### config.mk
export PLATFORM = sky130hd
export DESIGN_NAME = camera_download_reader
export DESIGN_NICKNAME = d
export VERILOG_FILES = /design/src/rtl/camera_download_reader.sv
export SDC_FILE = /design/constraint.sdc
export NUM_CORES = 1
export LEC_CHECK = 0
export CORE_MARGIN = 4
export CORE_UTILIZATION = 50
export DETAILED_ROUTE_END_ITERATION = 16
export MAX_ROUTING_LAYER = met4
export PLACE_DENSITY = 0.83
export SKIP_LAST_GASP = 1
export SYNTH_ARGS = -nofsm -noshare
export SYNTH_HDL_FRONTEND = slang
export SYNTH_SLANG_ARGS = --single-unit
### constraint.sdc
create_clock -name clock -period 5.45 [get_ports clock]
set_clock_uncertainty 0.15 [all_clocks]
set_input_delay 1.09 -clock clock [delete_from_list [all_inputs] [get_ports clock]]
set_output_delay 1.09 -clock clock [all_outputs]
set_load 0.005 [all_outputs]
### src/rtl/camera_download_reader.sv
// rtl/camera_download_reader.sv - drains a camera frame buffer to the host over a valid/ack handshake
module camera_download_reader #(
  parameter int DEPTH  = 10,
  parameter int DATA_W = 8
) (
  input  logic              clock,
  input  logic              reset_n,
  input  logic              ready_to_download,
  input  logic [3:0]        fill_level,
  output logic [3:0]        rd_addr,
  input  logic [DATA_W-1:0] rd_data,
  output logic [DATA_W-1:0] byte_out,
  output logic              byte_valid,
  input  logic              byte_ack,
  output logic              busy,
  output logic              done,
  output logic              aborted,
  output logic [3:0]        drained_count
);

  localparam logic [3:0] DEPTH_L = 4'(DEPTH);

  typedef enum logic [2:0] {IDLE, ADDR, WAIT, PRESENT, DONE} state_t;

  state_t            state, state_n;
  logic              rdy_q, rdy_q_n;
  logic [3:0]        count, count_n;
  logic [3:0]        idx, idx_n;
  logic [3:0]        rd_addr_n;
  logic [DATA_W-1:0] byte_out_n;
  logic              byte_valid_n, busy_n, done_n, aborted_n;
  logic [3:0]        drained_n;
  logic              in_xfer;

  assign in_xfer = (state == ADDR) || (state == WAIT) || (state == PRESENT);

  always_ff @(posedge clock) begin
    if (!reset_n) begin
      state         <= IDLE;
      rdy_q         <= 1'b1;
      count         <= '0;
      idx           <= '0;
      rd_addr       <= '0;
      byte_out      <= '0;
      byte_valid    <= 1'b0;
      busy          <= 1'b0;
      done          <= 1'b0;
      aborted       <= 1'b0;
      drained_count <= '0;
    end else begin
      state         <= state_n;
      rdy_q         <= rdy_q_n;
      count         <= count_n;
      idx           <= idx_n;
      rd_addr       <= rd_addr_n;
      byte_out      <= byte_out_n;
      byte_valid    <= byte_valid_n;
      busy          <= busy_n;
      done          <= done_n;
      aborted       <= aborted_n;
      drained_count <= drained_n;
    end
  end

  always_comb begin
    state_n      = state;
    rdy_q_n      = ready_to_download;
    count_n      = count;
    idx_n        = idx;
    rd_addr_n    = rd_addr;
    byte_out_n   = byte_out;
    byte_valid_n = byte_valid;
    busy_n       = busy;
    done_n       = 1'b0;
    aborted_n    = 1'b0;
    drained_n    = drained_count;

    // Losing ready mid-transfer cancels outright, even if the host acks that same cycle.
    if (in_xfer && !ready_to_download) begin
      state_n      = IDLE;
      byte_valid_n = 1'b0;
      busy_n       = 1'b0;
      aborted_n    = 1'b1;
    end else begin
      case (state)
        IDLE: begin
          busy_n = 1'b0;
          if (ready_to_download && !rdy_q) begin
            count_n   = (fill_level > DEPTH_L) ? DEPTH_L : fill_level;
            idx_n     = '0;
            drained_n = '0;
            rd_addr_n = '0;
            busy_n    = 1'b1;
            state_n   = (count_n == 4'd0) ? DONE : ADDR;
          end
        end
        ADDR: state_n = WAIT;
        WAIT: begin
          byte_out_n   = rd_data;
          byte_valid_n = 1'b1;
          state_n      = PRESENT;
        end
        PRESENT: begin
          if (byte_ack) begin
            byte_valid_n = 1'b0;
            drained_n    = drained_count + 4'd1;
            if (idx == count - 4'd1) begin
              state_n = DONE;
            end else begin
              idx_n     = idx + 4'd1;
              rd_addr_n = idx + 4'd1;
              state_n   = ADDR;
            end
          end
        end
        DONE: begin
          done_n  = 1'b1;
          state_n = IDLE;
        end
        default: state_n = IDLE;
      endcase
    end
  end

endmodule

# ---- After elaboration in Yosys (flattened, before gate mapping)
# Index checks and enable logic that the tools add are counted.
dict set report word_totals {
  register_bits 28
  mem_count 0
  latchBits 0
  rom_bits 0
  ram_bits 0
}
dict set report classes {
  magnitude_cmp 1
  mux 17
  n_bitwise 2
  mul 0
  n_reduce_logical 17
  addsub 3
  div 0
  shift 0
  eq_ne 8
}
# operator count
set ops {}
lappend ops {{$mux 4} 5}
lappend ops {{$pmux 4 s2} 2}
lappend ops {{$mux 3} 4}
lappend ops {{$pmux 3 s4} 1}
lappend ops {{$add 4x1->4 const B} 2}
lappend ops {{$eq 3x2->1 const B} 2}
lappend ops {{$ne 2x2->1 const B} 3}
lappend ops {{$reduce_and 2->1} 3}
lappend ops {{$reduce_and 5->1} 1}
lappend ops {{$eq 4x4->1} 1}
lappend ops {{$gt 4x4->1 const B} 1}
lappend ops {{$logic_not 4->1} 1}
lappend ops {{$mux 1} 4}
lappend ops {{$reduce_and 4->1} 1}
lappend ops {{$reduce_bool 2->1} 2}
lappend ops {{$sub 4x1->4 const B} 1}
lappend ops {{$eq 3x1->1 const B} 1}
lappend ops {{$eq 3x3->1 const B} 1}
lappend ops {{$logic_not 3->1} 1}
lappend ops {{$reduce_and 3->1} 1}
lappend ops {{$logic_and 1x1->1} 2}
lappend ops {{$logic_not 1->1} 2}
lappend ops {{$logic_or 1x1->1} 2}
lappend ops {{$not 1->1} 2}
lappend ops {{other kinds (2)} 2}

# ---- Depth between registers and ports, before layout
dict set report logic_depth {
  ltp_word 6
  mapped_depth 7
  depth_no_buf 7
}

# ---- Worst setup path after synthesis
# OpenSTA, ideal clock, no wires.
dict set report synth_path {
  path_type {input to register}
  start {input port byte_ack}
  end {register idx[3]}
  setup_slack_ns 3.139
  n_path_buf 0
  required_time_ns 5.177
  cell_stages 5
  arrival_ns 2.038
  cell_sequence {and3_2 o21a_4 o31a_4 nand4_1 mux2_1}
}
dict set report synth_between {
  elab_chain_cells 2
}
# item line_no
set synth_rtl {}
lappend synth_rtl {{from (decl)} 14} ;# input logic byte_ack,
lappend synth_rtl {{$ne 2x2->1 (no line)} --}
lappend synth_rtl {{$reduce_and 5->1 (no line)} --}
lappend synth_rtl {{to (signal assigned)} 54} ;# idx <= idx_n;
lappend synth_rtl {{to (decl)} 28} ;# logic [3:0] idx, idx_n;
# No other way between the ends.
# A chain may end at the register's enable or synchronous reset.

# ---- Worst setup path after layout
dict set report layout_path {
  start {input port ready_to_download}
  end {register idx[3]}
}
dict set report layout_between {
  elab_chain_cells 4
  word_cells_on_any_way 6
  classes_between {1 x eq/ne; 1 x bitwise; 4 x reduce/logical}
}
# item line_no
set layout_rtl {}
lappend layout_rtl {{from (decl)} 8} ;# input logic ready_to_download,
lappend layout_rtl {{parallel branches: the longest is 3 deep, another holds $ne 2x2->1} --}
lappend layout_rtl {{$reduce_and 5->1 (no line) (*)} --}
# Every way passes the cells marked *.

==> summary.txt <==
Status = completed
Hold Buf Count CTS = 0
Total Negative Setup Slacks = 0 ns
Tmin final = 2.69 ns
Pwr dens = 226 mW/mm^2
Initial core utilization = 52.4%
Placer Congestion = 0.851
Final WS setup = 2.76 ns
Worst-path clk slew = 0.15 ns
Final #Nets = 188
Clk buf depth = 2
GRT overflow = 0
Sequential area share after synthesis = 43.6%
Crit. Startpoint = ready_to_download
Seq pwr share = 54.8%
Synth-to-Final Area Change = 33.1%
Sequential cell area = 561 sq um
Antenna violations before repair = 0
Placed Cells = 194
Area of the multi-input gates = 692 sq um
Critical path, cell by cell = clkdlybuf4s50_1 > and2b_1 > nand2_1 > nand2_1 > nor2_1 > mux2_1
Rows = 18
Final HPWL DP = 2.17 mm
Syn avg cell area = 9.74 sq um
Drt wl/cell = 14.4 um
Startpoint types = input pin
# diodes = 0
Max Freq = 372 MHz
Cts bufs inserted = 3
Core Util, Final = 69.7%
Gates resized, CTS repair = 0
CTS tree = yes
Crit. End Element = flip-flop
CP required = 5.54 ns
RSZ-0062 raised after global routing = false
I/O Buffers = 35
Clock Sinks = 28
Clk_lat worst skew = 0.33 ns
Critical-path top delay cell = clkdlybuf4s50_1
IO Pins = 36
First-pass GRT wire length = 4.80 mm
Slew Limit Headroom = 57.1%
Routed wire length = 2.85 mm
Total leakage power = 0.612 nW
Largest net degree at the start of global routing = 22
Layout cell share with drive strength beyond 1 = 7.14%
GR Util All Layers = 18.6%
Synth warn = 0
Post-detailed-route count of antenna-violating nets = 0
Die span in y = 58.7 um
Vias = 1,062
Least-Margin Pin Slew = 0.642 ns
Fill cells = 188
P_sw = 0.0822 mW
Reg2reg setup slack = 3.34 ns
First DRT Iteration DRCs = 28
Slowest stage delay, CP = 0.57 ns
Worst r2r src = count[0]
Die ar. = 0.00345 sq mm
CP max FO = 9
Die Wd = 58.7 um
Final hold slack = 0.351 ns
Syn nets = 151
CTS root buffer = clkbuf_4
Final Setup Violations = 0
Number of global-route vias before repair = 1,089
Hold Crit Start = count[3]
Number of iterations in the first detailed-routing pass = 4
DRC viols = 0
Setup CP Type = in -> reg
DP Worst Slack = 2.43 ns
Core area = 0.00245 sq mm
Final instance area = 0.00171 sq mm
IR drop worst, VDD = 0.206 mV
Fin crit share = 49.3%
Pwr Total = 0.386 mW
Unique masters post-synth = 40
Combinational power share = 9.9%
Net Sw Frac = 21.3%
FF+latch count, synth = 28
Clk pwr share = 35.3%
Post-Syn Instances = 132
Max Cap Violations = 0
Slew Viols, Final = 0
Post-CTS setup buffers = 0
DR vias/cell = 5.36
CP dominant cell by count = nand2_1
Internal power = 0.304 mW
Tightest Hold Check Type = reg -> reg
Cell Area, Synth = 0.00129 sq mm
Finished Layout Cells = 198
Final Hold Viols = 0
Placed inst area = 0.00166 sq mm
H-tree depth = 1
WP data arrival = 2.78 ns
-- power groups by stage --
| stage | clock network [mW] | registers [mW] | logic, mW |
|---|---|---|---|
| after CTS | 0.137 | 0.211 | 0.0385 |
| after floorplan | 0 | 0.215 | 0.0205 |
| after global routing | 0.146 | 0.212 | 0.0425 |
| after global placement | 0 | 0.216 | 0.0369 |
| after detailed placement | 0 | 0.216 | 0.0383 |
| final | 0.136 | 0.211 | 0.0383 |
-- state kept, by name, indices dropped and copies added, names as in the netlist --
name / count
byte_out: 8
count: 4
drained_count: 4
idx: 4
state: 3
aborted: 1
busy: 1
byte_valid: 1
done: 1
rdy_q: 1
-- kinds of logic (layout without fill, tap and decap cells) --
logic type | after synthesis | in the layout | synth area share, %
AOI/OAI and AO/OA | 23 | 23 | 13.5
muxes | 10 | 10 | 7.88
and+or+nand+nor | 52 | 52 | 23.0
buffers and inverters | 8 | 44 | 2.63
xor gates and xnor gates | 8 | 8 | 6.52
adders and majority gates | 3 | 3 | 2.92
DFF | 28 | 28 | 43.6
-- cell usage after synthesis (all sizes together) --
master | n | area [sq um]
nor2b | 8 | 50.1
buf | 1 | 7.51
and3 | 3 | 20.0
o22ai | 2 | 12.5
a32oi | 1 | 8.76
nand2b | 2 | 12.5
nand3 | 2 | 15.0
a21boi | 5 | 37.5
o21a | 1 | 15.0
or3b | 1 | 8.76
clkbuf | 2 | 7.51
nor2 | 13 | 58.8
inv | 5 | 18.8
nor3b | 2 | 15.0
xnor3 | 1 | 22.5
a31o | 1 | 8.76
dfxtp | 28 | 561
ha | 3 | 37.5
nand4 | 3 | 18.8
a211oi | 3 | 27.5
and2 | 1 | 6.26
xor2 | 4 | 35.0
o21ai | 6 | 30.0
a31oi | 1 | 6.26
nor3 | 4 | 31.3
mux2 | 1 | 11.3
mux2i | 9 | 90.1
o31a | 1 | 17.5
nor4 | 1 | 6.26
nand2 | 10 | 37.5
xnor2 | 3 | 26.3
a21oi | 2 | 10.0
and2b | 1 | 7.51
nand3b | 1 | 7.51
-- critical path: cells and delay by family --
| family | cells | cell delay [ns] |
|---|---|---|
| simple gates | 4 | 0.84 |
| mux | 1 | 0.28 |
| buf+inv | 1 | 0.57 |
-- metal layers --
metal | vias to the layer above | wire [um] | GRT usage [%]
met4 | 0 | 29 | 7.44
met2 | 31 | 1360 | 30.9
met3 | 4 | 122 | 3.29
li1 | 534 | - | -
met1 | 493 | 1340 | 22.1
met5 | - | 0 | -
-- path summary, 6_finish.rpt --
kind,endpoint,depth (start not counted)
max,idx[3],6
min,count[3],2
max reg2reg,idx[3],7
min reg2reg,count[3],2
-- cell type report --
| class | instances | area share [%] |
|---|---|---|
| Multi-Input combinational cell | 96 | 40.4 |
| Sequential cell | 28 | 32.7 |
| Timing Repair Buffer | 35 | 20.5 |
| Tap cell | 30 | 2.19 |
| Clock inverter | 1 | 1.75 |
| Clock buffer | 3 | 1.32 |
| Inverter | 5 | 1.10 |
-- placed cells by master, fill, tap and decap left out, types with 2 or more instances in the layout --
cell	Yosys	routed
nor3b_1	2	2
nor2b_1	8	8
mux2i_1	9	9
nor3_1	3	3
a21boi_0	5	5
and3_1	2	2
nor2_1	11	11
inv_1	5	5
o22ai_1	2	2
clkbuf_4	0	3
dfxtp_1	28	28
nand4_1	3	3
nand2b_1	2	2
o21ai_0	6	6
ha_1	3	3
nand2_1	10	10
clkdlybuf4s50_1	0	35
xnor2_1	3	3
a21oi_1	2	2
a211oi_1	2	2
xor2_1	4	4
Note: power is estimated with default switching activity, not from simulation.
==> RTL change: new RTL, same flow settings <==
The parameter `DATA_W` goes from 8 to 6.
--- a/src/rtl/camera_download_reader.sv
+++ b/src/rtl/camera_download_reader.sv
@@ -1,7 +1,7 @@
 // rtl/camera_download_reader.sv - drains a camera frame buffer to the host over a valid/ack handshake
 module camera_download_reader #(
   parameter int DEPTH  = 10,
-  parameter int DATA_W = 8
+  parameter int DATA_W = 6
 ) (
   input  logic              clock,
   input  logic              reset_n,
Interface: changed (resized byte_out and rd_data); port bits go from 36 to 32. The function was not compared with the original's and may differ.
==> RTL change against the unedited design <==
Wire length fell by 0.91%. Setup slack improved by 0.10 ns. Cell area fell by 5.1%. Sequential power fell by 4%. First-iteration DRC count rose by 50%. Sequential cell count fell by 2. Synthesized area fell by 1.8%. Power fell by 9.6%. Synthesized cell count rose by 2.3%. Sequential share of layout area fell by 0.70 points. Largest power group unchanged. Highest routed layer unchanged.
==> RTL change: results (changes against the unedited design) <==
Run status
  • Run status: complete, no violations

Global route
  • Gr usage total: 18.7% (+0.16 points)
  • Pin count of the biggest net entering global routing: 23 (+4.5%)
  • First-pass GRT wire length: 4810 um (+0.29%)
  • Met1 Use GR: 21.6% (-0.50 points)
  • GR Util met2: 31.6% (+0.66 points)
  • Routing usage on met3: 5.12% (+1.8 points)

Route
  • Drt initial violations: 42 (+50%)
  • DR WL met3: 146 um (+20%)
  • Wl on met1: 1240 um (-6.9%)

Placement
  • Pre-CTS setup slack: 2.56 ns (+0.134 ns)
  • Placed Area: 1590 um2 (-4.3%)
  • Buffers added on ports: 31 (-11%)
  • Post-Place Cells: 189 (-2.6%)
  • HPWL Detailed: 2170 um (about the same)

Final layout
  • Layout cell share with drive strength beyond 1: 7.27% (+0.13 points)
  • Max FFs per register: 6 (-2)

Pwr
  • Pleak: 0.558 nW (-8.8%)
  • P_clk: 0.0977 mW (-28%)
  • Internal: 0.263 mW (-14%)
  • VDD IR max: 0.278 mV (+35%)

Logic synthesis
  • Distinct cells, synth: 42 (+5.0%)
  • Mapped Cells: 135 (+2.3%)
  • Xor and xnor area share after synthesis: 6.24% (-0.28 points)
  • Syn nets: 152 (+0.66%)
  • Seq/Total Area, Yosys: 41.2% (-2.4 points)
  • Compound-Gate Fraction of Synth Area: 13.6% (+0.043 points)
  • Mux cell area share after synthesis: 5.54% (-2.3 points)
  • Synth Area in Adders: 2.97% (+0.052 points)

Critical path
  • CP Capture Type: primary output
  • WP data arrival: 1.35 ns (-1.43 ns)
  • Crit path max-delay family: buffers and inverters

Clock network
  • Max clock buf depth: 2 (unchanged)
## RTL change: changes by cell type after synthesis, sizes merged, moves of 3 or more
cell / before / now
o21ai: 6 / 3
xnor2: 3 / 7
nor2: 13 / 9
a21oi: 2 / 5
nand2: 10 / 15
o22ai: 2 / 5
## RTL change: cell type report
type | count | area, um2
Clock buffer | 4 | 36.3
Fill cell | 189 | 673
Inverter | 4 | 15.0
Multi-Input combinational cell | 100 | 707
Sequential cell | 26 | 520
Tap cell | 28 | 35.0
Timing Repair Buffer | 31 | 310
## RTL change: worst register-to-register path, cell delays in order, from the launching register on
cell     delay, ns
dfxtp_1       0.42
inv_1         0.07
ha_1          0.31
xnor2_1       0.16
nor4_4        0.46
a31oi_1       0.16
nor4_2        0.14
## RTL change: path summary, 6_finish.rpt
path / start / end / slack (ns) / depth (start not counted)
max: idx[0] / rd_addr[0] / 2.87 / 1
min reg2reg: count[3] / count[3] / 0.35 / 2
min: count[3] / count[3] / 0.35 / 2
max reg2reg: count[0] / state[2] / 3.50 / 6
